--- config.mk ---
export PLATFORM = sky130hd
export DESIGN_NAME = fetch_queue
export DESIGN_NICKNAME = d
export VERILOG_FILES = /design/src/rtl/fetch_queue_pkg.sv /design/src/rtl/fetch_queue_ram.sv /design/src/rtl/fetch_queue.sv
export SDC_FILE = /design/constraint.sdc
export NUM_CORES = 1
export LEC_CHECK = 0
export CAP_MARGIN = 30
export CORE_UTILIZATION = 55
export DETAILED_ROUTE_END_ITERATION = 10
export GPL_TIMING_DRIVEN = 0
export PLACE_DENSITY = 0.78
export SYNTH_ARGS = -nofsm -noshare
export SYNTH_HDL_FRONTEND = slang
export SYNTH_SLANG_ARGS = --single-unit
--- constraint.sdc ---
create_clock -name clk -period 3.95 [get_ports clk]
set_input_delay 0.79 -clock clk [delete_from_list [all_inputs] [get_ports clk]]
set_output_delay 0.79 -clock clk [all_outputs]
set_load 0.01 [all_outputs]
--- src/rtl/fetch_queue_pkg.sv ---
// Shared constants for the instruction fetch queue between IF and ID.
// The optional same-cycle bypass is enabled by defining FETCH_QUEUE_BYPASS_EN.
package fetch_queue_pkg;

    localparam logic [31:0] NOP_INSN     = 32'h0000_0013;
    localparam int          FQ_DEPTH     = 4;
    localparam int          FQ_PC_W      = 64;

endpackage

--- src/rtl/fetch_queue_ram.sv ---
// fq_ram: DEPTH x W register array with one synchronous write port and one
// asynchronous read port; contents have no reset.
module fq_ram #(
    parameter int DEPTH = 4,
    parameter int W     = 97,
    parameter int AW    = $clog2(DEPTH)
) (
    input  logic          clk,
    input  logic          i_we,
    input  logic [AW-1:0] i_waddr,
    input  logic [W-1:0]  i_wdata,
    input  logic [AW-1:0] i_raddr,
    output logic [W-1:0]  o_rdata
);

    logic [W-1:0] r_mem [DEPTH];

    always_ff @(posedge clk) begin
        if (i_we) r_mem[i_waddr] <= i_wdata;
    end

    assign o_rdata = r_mem[i_raddr];

endmodule

--- src/rtl/fetch_queue.sv ---
// Instruction fetch queue: DEPTH-entry FIFO of {pc, ir, pr_taken} with NOP on empty
// and synchronous flush. Define FETCH_QUEUE_BYPASS_EN for zero-latency pass-through when empty.
module fetch_queue
    import fetch_queue_pkg::*;
#(
    parameter int DEPTH = FQ_DEPTH,
    parameter int PC_W  = FQ_PC_W
) (
    input  logic                       clk,
    input  logic                       rst_n,
    input  logic                       flush_n,
    input  logic                       in_valid,
    output logic                       in_ready,
    input  logic [PC_W-1:0]            in_pc,
    input  logic [31:0]                in_ir,
    input  logic                       in_pr_taken,
    output logic                       out_valid,
    input  logic                       out_ready,
    output logic [PC_W-1:0]            out_pc,
    output logic [31:0]                out_ir,
    output logic                       out_pr_taken,
    output logic [$clog2(DEPTH+1)-1:0] count
);

    localparam int PTR_W = $clog2(DEPTH);
    localparam int CNT_W = $clog2(DEPTH+1);
    localparam int ENT_W = PC_W + 33;

    logic [PTR_W-1:0] r_wr_ptr;
    logic [PTR_W-1:0] r_rd_ptr;
    logic [CNT_W-1:0] r_count;

    logic             w_empty;
    logic             w_full;
    logic             w_bypass;
    logic             w_push;
    logic             w_pop;
    logic [ENT_W-1:0] w_rdata;

    assign w_empty = (r_count == '0);
    assign w_full  = (r_count == CNT_W'(DEPTH));

`ifdef FETCH_QUEUE_BYPASS_EN
    assign w_bypass = w_empty & in_valid & flush_n;
`else
    assign w_bypass = 1'b0;
`endif

    // A bypassed instruction that decode takes this cycle never enters storage.
    assign w_push = in_valid & ~w_full & ~(w_bypass & out_ready);
    assign w_pop  = ~w_empty & out_ready;

    always_ff @(posedge clk or negedge rst_n) begin
        if (!rst_n) begin
            r_wr_ptr <= '0;
            r_rd_ptr <= '0;
            r_count  <= '0;
        end else if (!flush_n) begin
            r_wr_ptr <= '0;
            r_rd_ptr <= '0;
            r_count  <= '0;
        end else begin
            if (w_push) r_wr_ptr <= r_wr_ptr + PTR_W'(1);
            if (w_pop)  r_rd_ptr <= r_rd_ptr + PTR_W'(1);
            case ({w_push, w_pop})
                2'b10:   r_count <= r_count + CNT_W'(1);
                2'b01:   r_count <= r_count - CNT_W'(1);
                default: r_count <= r_count;
            endcase
        end
    end

    fq_ram #(
        .DEPTH (DEPTH),
        .W     (ENT_W)
    ) u_ram (
        .clk     (clk),
        .i_we    (w_push & flush_n),
        .i_waddr (r_wr_ptr),
        .i_wdata ({in_pc, in_ir, in_pr_taken}),
        .i_raddr (r_rd_ptr),
        .o_rdata (w_rdata)
    );

    always_comb begin
        out_valid    = 1'b0;
        out_pc       = '0;
        out_ir       = NOP_INSN;
        out_pr_taken = 1'b0;
        if (!w_empty) begin
            out_valid    = 1'b1;
            out_pc       = w_rdata[ENT_W-1 -: PC_W];
            out_ir       = w_rdata[32:1];
            out_pr_taken = w_rdata[0];
        end
`ifdef FETCH_QUEUE_BYPASS_EN
        if (!flush_n) begin
            out_valid    = 1'b0;
            out_pc       = '0;
            out_ir       = NOP_INSN;
            out_pr_taken = 1'b0;
        end else if (w_bypass) begin
            out_valid    = 1'b1;
            out_pc       = in_pc;
            out_ir       = in_ir;
            out_pr_taken = in_pr_taken;
        end
`endif
    end

    assign in_ready = ~w_full;
    assign count    = r_count;

endmodule

# After elaboration in Yosys (flattened, before gate mapping)
# Memory sizes are Yosys's and may differ from the RTL's.
# Cells that the tools add are included.
[classes]
muxes = 12
n_eq_ne = 6
reduce_logical = 1
n_addsub = 4
bitwise_logic = 5
[ops]
columns = ["cell", "n"]
rows = [
  ["$mux W64", 1],
  ["$mux W32", 1],
  ["$mux W2", 4],
  ["$pmux W3 S2", 1],
  ["$add A2 B1 Y2 const B", 2],
  ["$mux W1", 4],
  ["$ne A2 B1 Y1 const B", 2],
  ["$add A3 B1 Y3 const B", 1],
  ["$and A1 B1 Y1", 3],
  ["$eq A3 B3 Y1 const B", 1],
  ["$logic_not A3 Y1", 1],
  ["$mux W3", 1],
  ["$ne A3 B1 Y1 const B", 1],
  ["$sub A3 B1 Y3 const B", 1],
  ["$eq A2 B1 Y1 const B", 1],
  ["$eq A2 B2 Y1 const B", 1],
  ["$not A1 Y1", 2],
]
[word_totals]
regBits = 7
mem_bits_rw = 388
input_bits = 102
out_inout_bits = 102
mem_count = 1
word_cells = 32
[memory_table]
columns = ["name", "words", "width", "rd", "rd_clocked_by_memory_dff", "wr", "line", "rtl"]
rows = [
  ["u_ram.r_mem", 4, 97, 1, 0, 1, "fetch_queue_ram.sv:16", "logic [W-1:0] r_mem [DEPTH];"],
]

# Depth between registers and ports, before layout
[logic_depth]
depth_word = 6
depth_mapped = 9
mapped_depth_nobuf = 8

# Hierarchy
# A second synthesis with hierarchy kept.
[unflattened]
hier_cells = 676
area_unflattened_um2 = 15232.1
[modules_own_cells]
columns = ["module", "instances", "cells_per_inst", "area_each_um2", "seq_area_each_um2"]
rows = [
  ["fq_ram", 1, 511, 14015.9, 11651.2],
  ["fetch_queue", 1, 165, 1216.2, 175.2],
]

# Worst setup path before layout
# Ideal clock, no wire load.
[synth_path]
path_type = "input-to-reg"
from = "in in_valid"
to = "mem u_ram.r_mem[1][0] (enable)"
cell_stages = 3
setup_slack_ns = 0.077
arrival_time_ns = 3.407
n_path_buf = 1
required_time_ns = 3.483
setup_time_ns = 0.467
path_cell_list = "buf_2 and3_1 and2_1"
[synth_between]
elab_chain_len = 4
[synth_lines]
columns = ["item", "line", "rtl"]
rows = [
  ["start, declared", "fetch_queue.sv:12", "input logic in_valid,"],
  ["$and A1 B1 Y1", "fetch_queue.sv:50", "assign w_push = in_valid & ~w_full & ~(w_bypass & out_ready);"],
  ["$and A1 B1 Y1", "fetch_queue.sv:78", ".i_we (w_push & flush_n),"],
  ["$mux W1", "fetch_queue_ram.sv:19", "if (i_we) r_mem[i_waddr] <= i_wdata;"],
  ["$mux W1 (not written as such)", "fetch_queue_ram.sv:19", ""],
  ["end, declared", "fetch_queue_ram.sv:16", ""],
]
# Every way passes these cells.

# Final worst setup path
[layout_path]
from = "reg r_count[0] (netlist: count[0])"
to = "out out_pc[30]"
[layout_between]
elab_chain_len = 2
[layout_lines]
columns = ["item", "line", "rtl"]
rows = [
  ["start, declared", "fetch_queue.sv:31", "logic [CNT_W-1:0] r_count;"],
  ["start signal, assigned", "fetch_queue.sv:66", "2'b10: r_count <= r_count + CNT_W'(1);"],
  ["start signal, assigned", "fetch_queue.sv:67", "2'b01: r_count <= r_count - CNT_W'(1);"],
  ["start signal, assigned", "fetch_queue.sv:68", "default: r_count <= r_count;"],
  ["$logic_not A3 Y1", "fetch_queue.sv:40", "assign w_empty = (r_count == '0);"],
  ["$mux W64", "fetch_queue.sv:90", "if (!w_empty) begin"],
  ["end, declared", "fetch_queue.sv:19", "output logic [PC_W-1:0] out_pc,"],
]
# Every way passes these cells.

==> impl_metrics.py <==
metrics = {
    "power_and_ir_drop": {
        "totalPowerFinal_mw": 10.2,
        "p_leak_nw": 6.10,
        "p_per_area_mw_per_mm2": 534,
        "ir_worst_vdd_mv": 0.397,
    },
    "sta": {
        "period_minus_slack_ns": 3.76,
        "skew_ns": 0.0202,
        "relSlewSlack_pct": 44.5,
        "rsz0062_at_grt": "false",
        "hold_slack_ns": 0.560,
        "maxSlewViolCount": 0,
        "tightest_slew_ns": 0.832,
        "post-route-period-util_pct": 95.3,
        "hold_viol": 0,
        "setup_slack_ns": 0.187,
        "setup_viol": 0,
        "maxClockFrequency_mhz": 266,
    },
    "synthesis": {
        "synthMuxAreaShare_pct": 14.4,
        "syn_inst": 681,
        "synth_nets": 788,
        "synth_edf_count": 388,
        "synth_area_per_cell_sq_um": 22.3,
        "synth_ff_type": "edfxtp_1",
        "synth_seq_area_share_pct": 77.9,
        "yosys_register_bits": 395,
        "synth-async-reset-ratio_pct": 1.77,
        "ys_types": 32,
        "synth_compound_area_share_pct": 0.626,
        "synth_top_family_by_area": "multiplexers",
        "synth_xor_area_share_pct": 0.231,
        "synth_area_sq_mm": 0.0152,
        "yosys.area_share.simple_pct": 5.04,
        "synthAdderAreaFrac_pct": 0.462,
        "synth.yosys.warnings": 0,
    },
    "floorplanning": {
        "start_util_pct": 56.2,
        "core_sq_mm": 0.0270,
        "fp-row-count": 60,
        "dieArea_sq_mm": 0.0283,
        "die_w_microns": 168,
        "die_h_microns": 168,
        "ioPinCount": 204,
    },
    "global_route": {
        "grt_pass1_vias": 7729,
        "grt_overflow": 0,
        "gr-usage-met3_pct": 5.78,
        "globalRouteTotalUtil_pct": 21.4,
        "grt_pass1_wl_microns": 45000,
        "gr-usage-met1_pct": 28.8,
        "antenna_found_initial": 1,
        "busiest_layer": "met2",
        "grt_max_degree": 57,
        "use_met2_pct": 35.3,
    },
    "final_layout": {
        "final_core_util_pct": 70.3,
        "nets": 1040,
        "area_growth_pct": 25.2,
        "drive_gt1_share_pct": 18.7,
        "layout_common_cells": "edfxtp_1, clkdlybuf4s50_1, mux4_2, and2_1, clkbuf_16",
        "final_common_cell": "edfxtp_1",
    },
    "clock_network": {
        "path_clk_slew_ns": 0.06,
        "clockBufferDepth": 3,
        "clockRootBuffer": "clkbuf_16",
        "clkSinkCount": 395,
        "cts_buffers": 40,
        "post-cts-setup-buffer-count": 0,
        "cts_tree": "yes",
        "clock_latency_ns": 0.52,
        "h-tree-depth": 2,
    },
    "drt": {
        "dr.pass1.iters": 5,
        "drt_first_iter_violations": 605,
        "postRouteAntennaNets": 0,
        "vias_per_cell": 5.65,
        "drc": 0,
        "drt-total-wl_microns": 29100,
        "wl_per_cell_microns": 22.3,
        "vias": 7371,
    },
    "critical_path": {
        "max_stage_delay_ns": 0.55,
        "cpMostUsedCell": "clkbuf_2",
        "path_class": "reg -> out",
        "path_cells": "buf_2 -> nor3_4 -> inv_1 -> clkbuf_2 -> clkbuf_2 -> and2_1 -> clkdlybuf4s50_1",
        "worstPathRequired_ns": 3.16,
        "arrival_ns": 2.97,
        "cp_slowest_cell": "clkdlybuf4s50_1",
        "path_delay_family": "buffers and inverters",
        "cp-start-kind": "flip-flop",
        "worst-path-buf-inv": 5,
        "worstPathMaxFanout": 10,
        "critPathCaptureType": "output pin",
    },
    "job": {
        "cap_violations": 0,
    },
    "place": {
        "port_buffers": 203,
        "place_ws_ns": 0.503,
        "place_hpwl_microns": 18000,
        "gp_congestion": 0.733,
    },
    "status": {
        "outcome": "complete, no violations",
    },
    "hold_path": {
        "hold_class": "in -> async",
    },
}
==> cell usage after synthesis (2+ instances only) <==
library cell  number  area share, %
or2_1              3           0.12
and2_1           101            4.2
clkbuf_1          17           0.42
ha_1               4           0.33
buf_8              2           0.20
nor2_1             2          0.049
nor3b_1            2          0.099
xnor2_1            3           0.17
inv_1              6           0.15
nand3_1            3          0.099
a21oi_1            4           0.13
mux4_2            97             14
and3_1             2          0.082
dfrtp_1            7            1.2
buf_2             14           0.46
edfxtp_1         388             77
nand2_1            6           0.15
o21ai_0            6           0.20
==> registers in the layout, indices dropped and copies added (netlist names) <==
register and count:
count 3, r_rd_ptr 2, r_wr_ptr 2, u_ram.r_mem 388
==> report_power, final <==
group	switching (mW)	total (mW)	internal (mW)
combinational	0.863	1.93	1.06
clock	1.43	3.40	1.97
sequential	0.0473	4.82	4.78
total	2.34	10.2	7.81
==> per-layer routing <==
| layer | share of wire (%) | up-vias | routed length [microns] |
|---|---|---|---|
| met5 | 0 | - | 0 |
| li1 | - | 3291 | - |
| met3 | 8.1 | 47 | 2350 |
| met4 | 1.8 | 0 | 534 |
| met1 | 41 | 3757 | 11800 |
| met2 | 50 | 276 | 14400 |
==> timing repair <==
action	in CTS	in global routing
cloned	0	0
hold buffers	0	0
hold endpoints to repair	0	0
pin swaps	0	0
resized for setup	1	4
setup endpoints to repair	7	20
==> cell families after synthesis <==
group	count (synthesis)
DFF	395
and+or+nand+nor	124
muxes	97
buffers and inverters	41
AOI/OAI and AO/OA	15
adders and majority gates	5
xor gates and xnor gates	4
==> area by class of cell <==
cell class,instances,area [sq um]
Tap cell,341,427
Buffer,35,184
Multi-Input combinational cell,245,3160
Fill cell,1651,8020
Antenna cell,2,5.00
Sequential cell,395,11800
Inverter,6,22.5
Clock buffer,56,1080
Clock inverter,14,88.8
Timing Repair Buffer,210,2210
==> worst paths after layout <==
kind                             start            endpoint  slack (ns)  cells past startpoint
max                           count[0]          out_pc[30]        0.19                      7
min                              rst_n            count[2]        0.56                      1
max reg2reg                   count[0]  u_ram.r_mem[0][47]        1.44                      5
min reg2reg                r_wr_ptr[1]         r_wr_ptr[1]        0.60                      2
max in group asynchronous        rst_n         r_wr_ptr[0]        3.12                      1
min in group clk           r_wr_ptr[1]         r_wr_ptr[1]        0.60                      2
==> stage by stage <==
step	instance area, sq um	TNS, ns	std cells
after detailed placement	17800	0	1232
after global placement	17600	-859.84	1225
after global routing	19000	0	1302
after CTS	19000	0	1302
after floorplan	15200	0	681
final	19000	0	1304
Power figures use the tool's default switching activity.
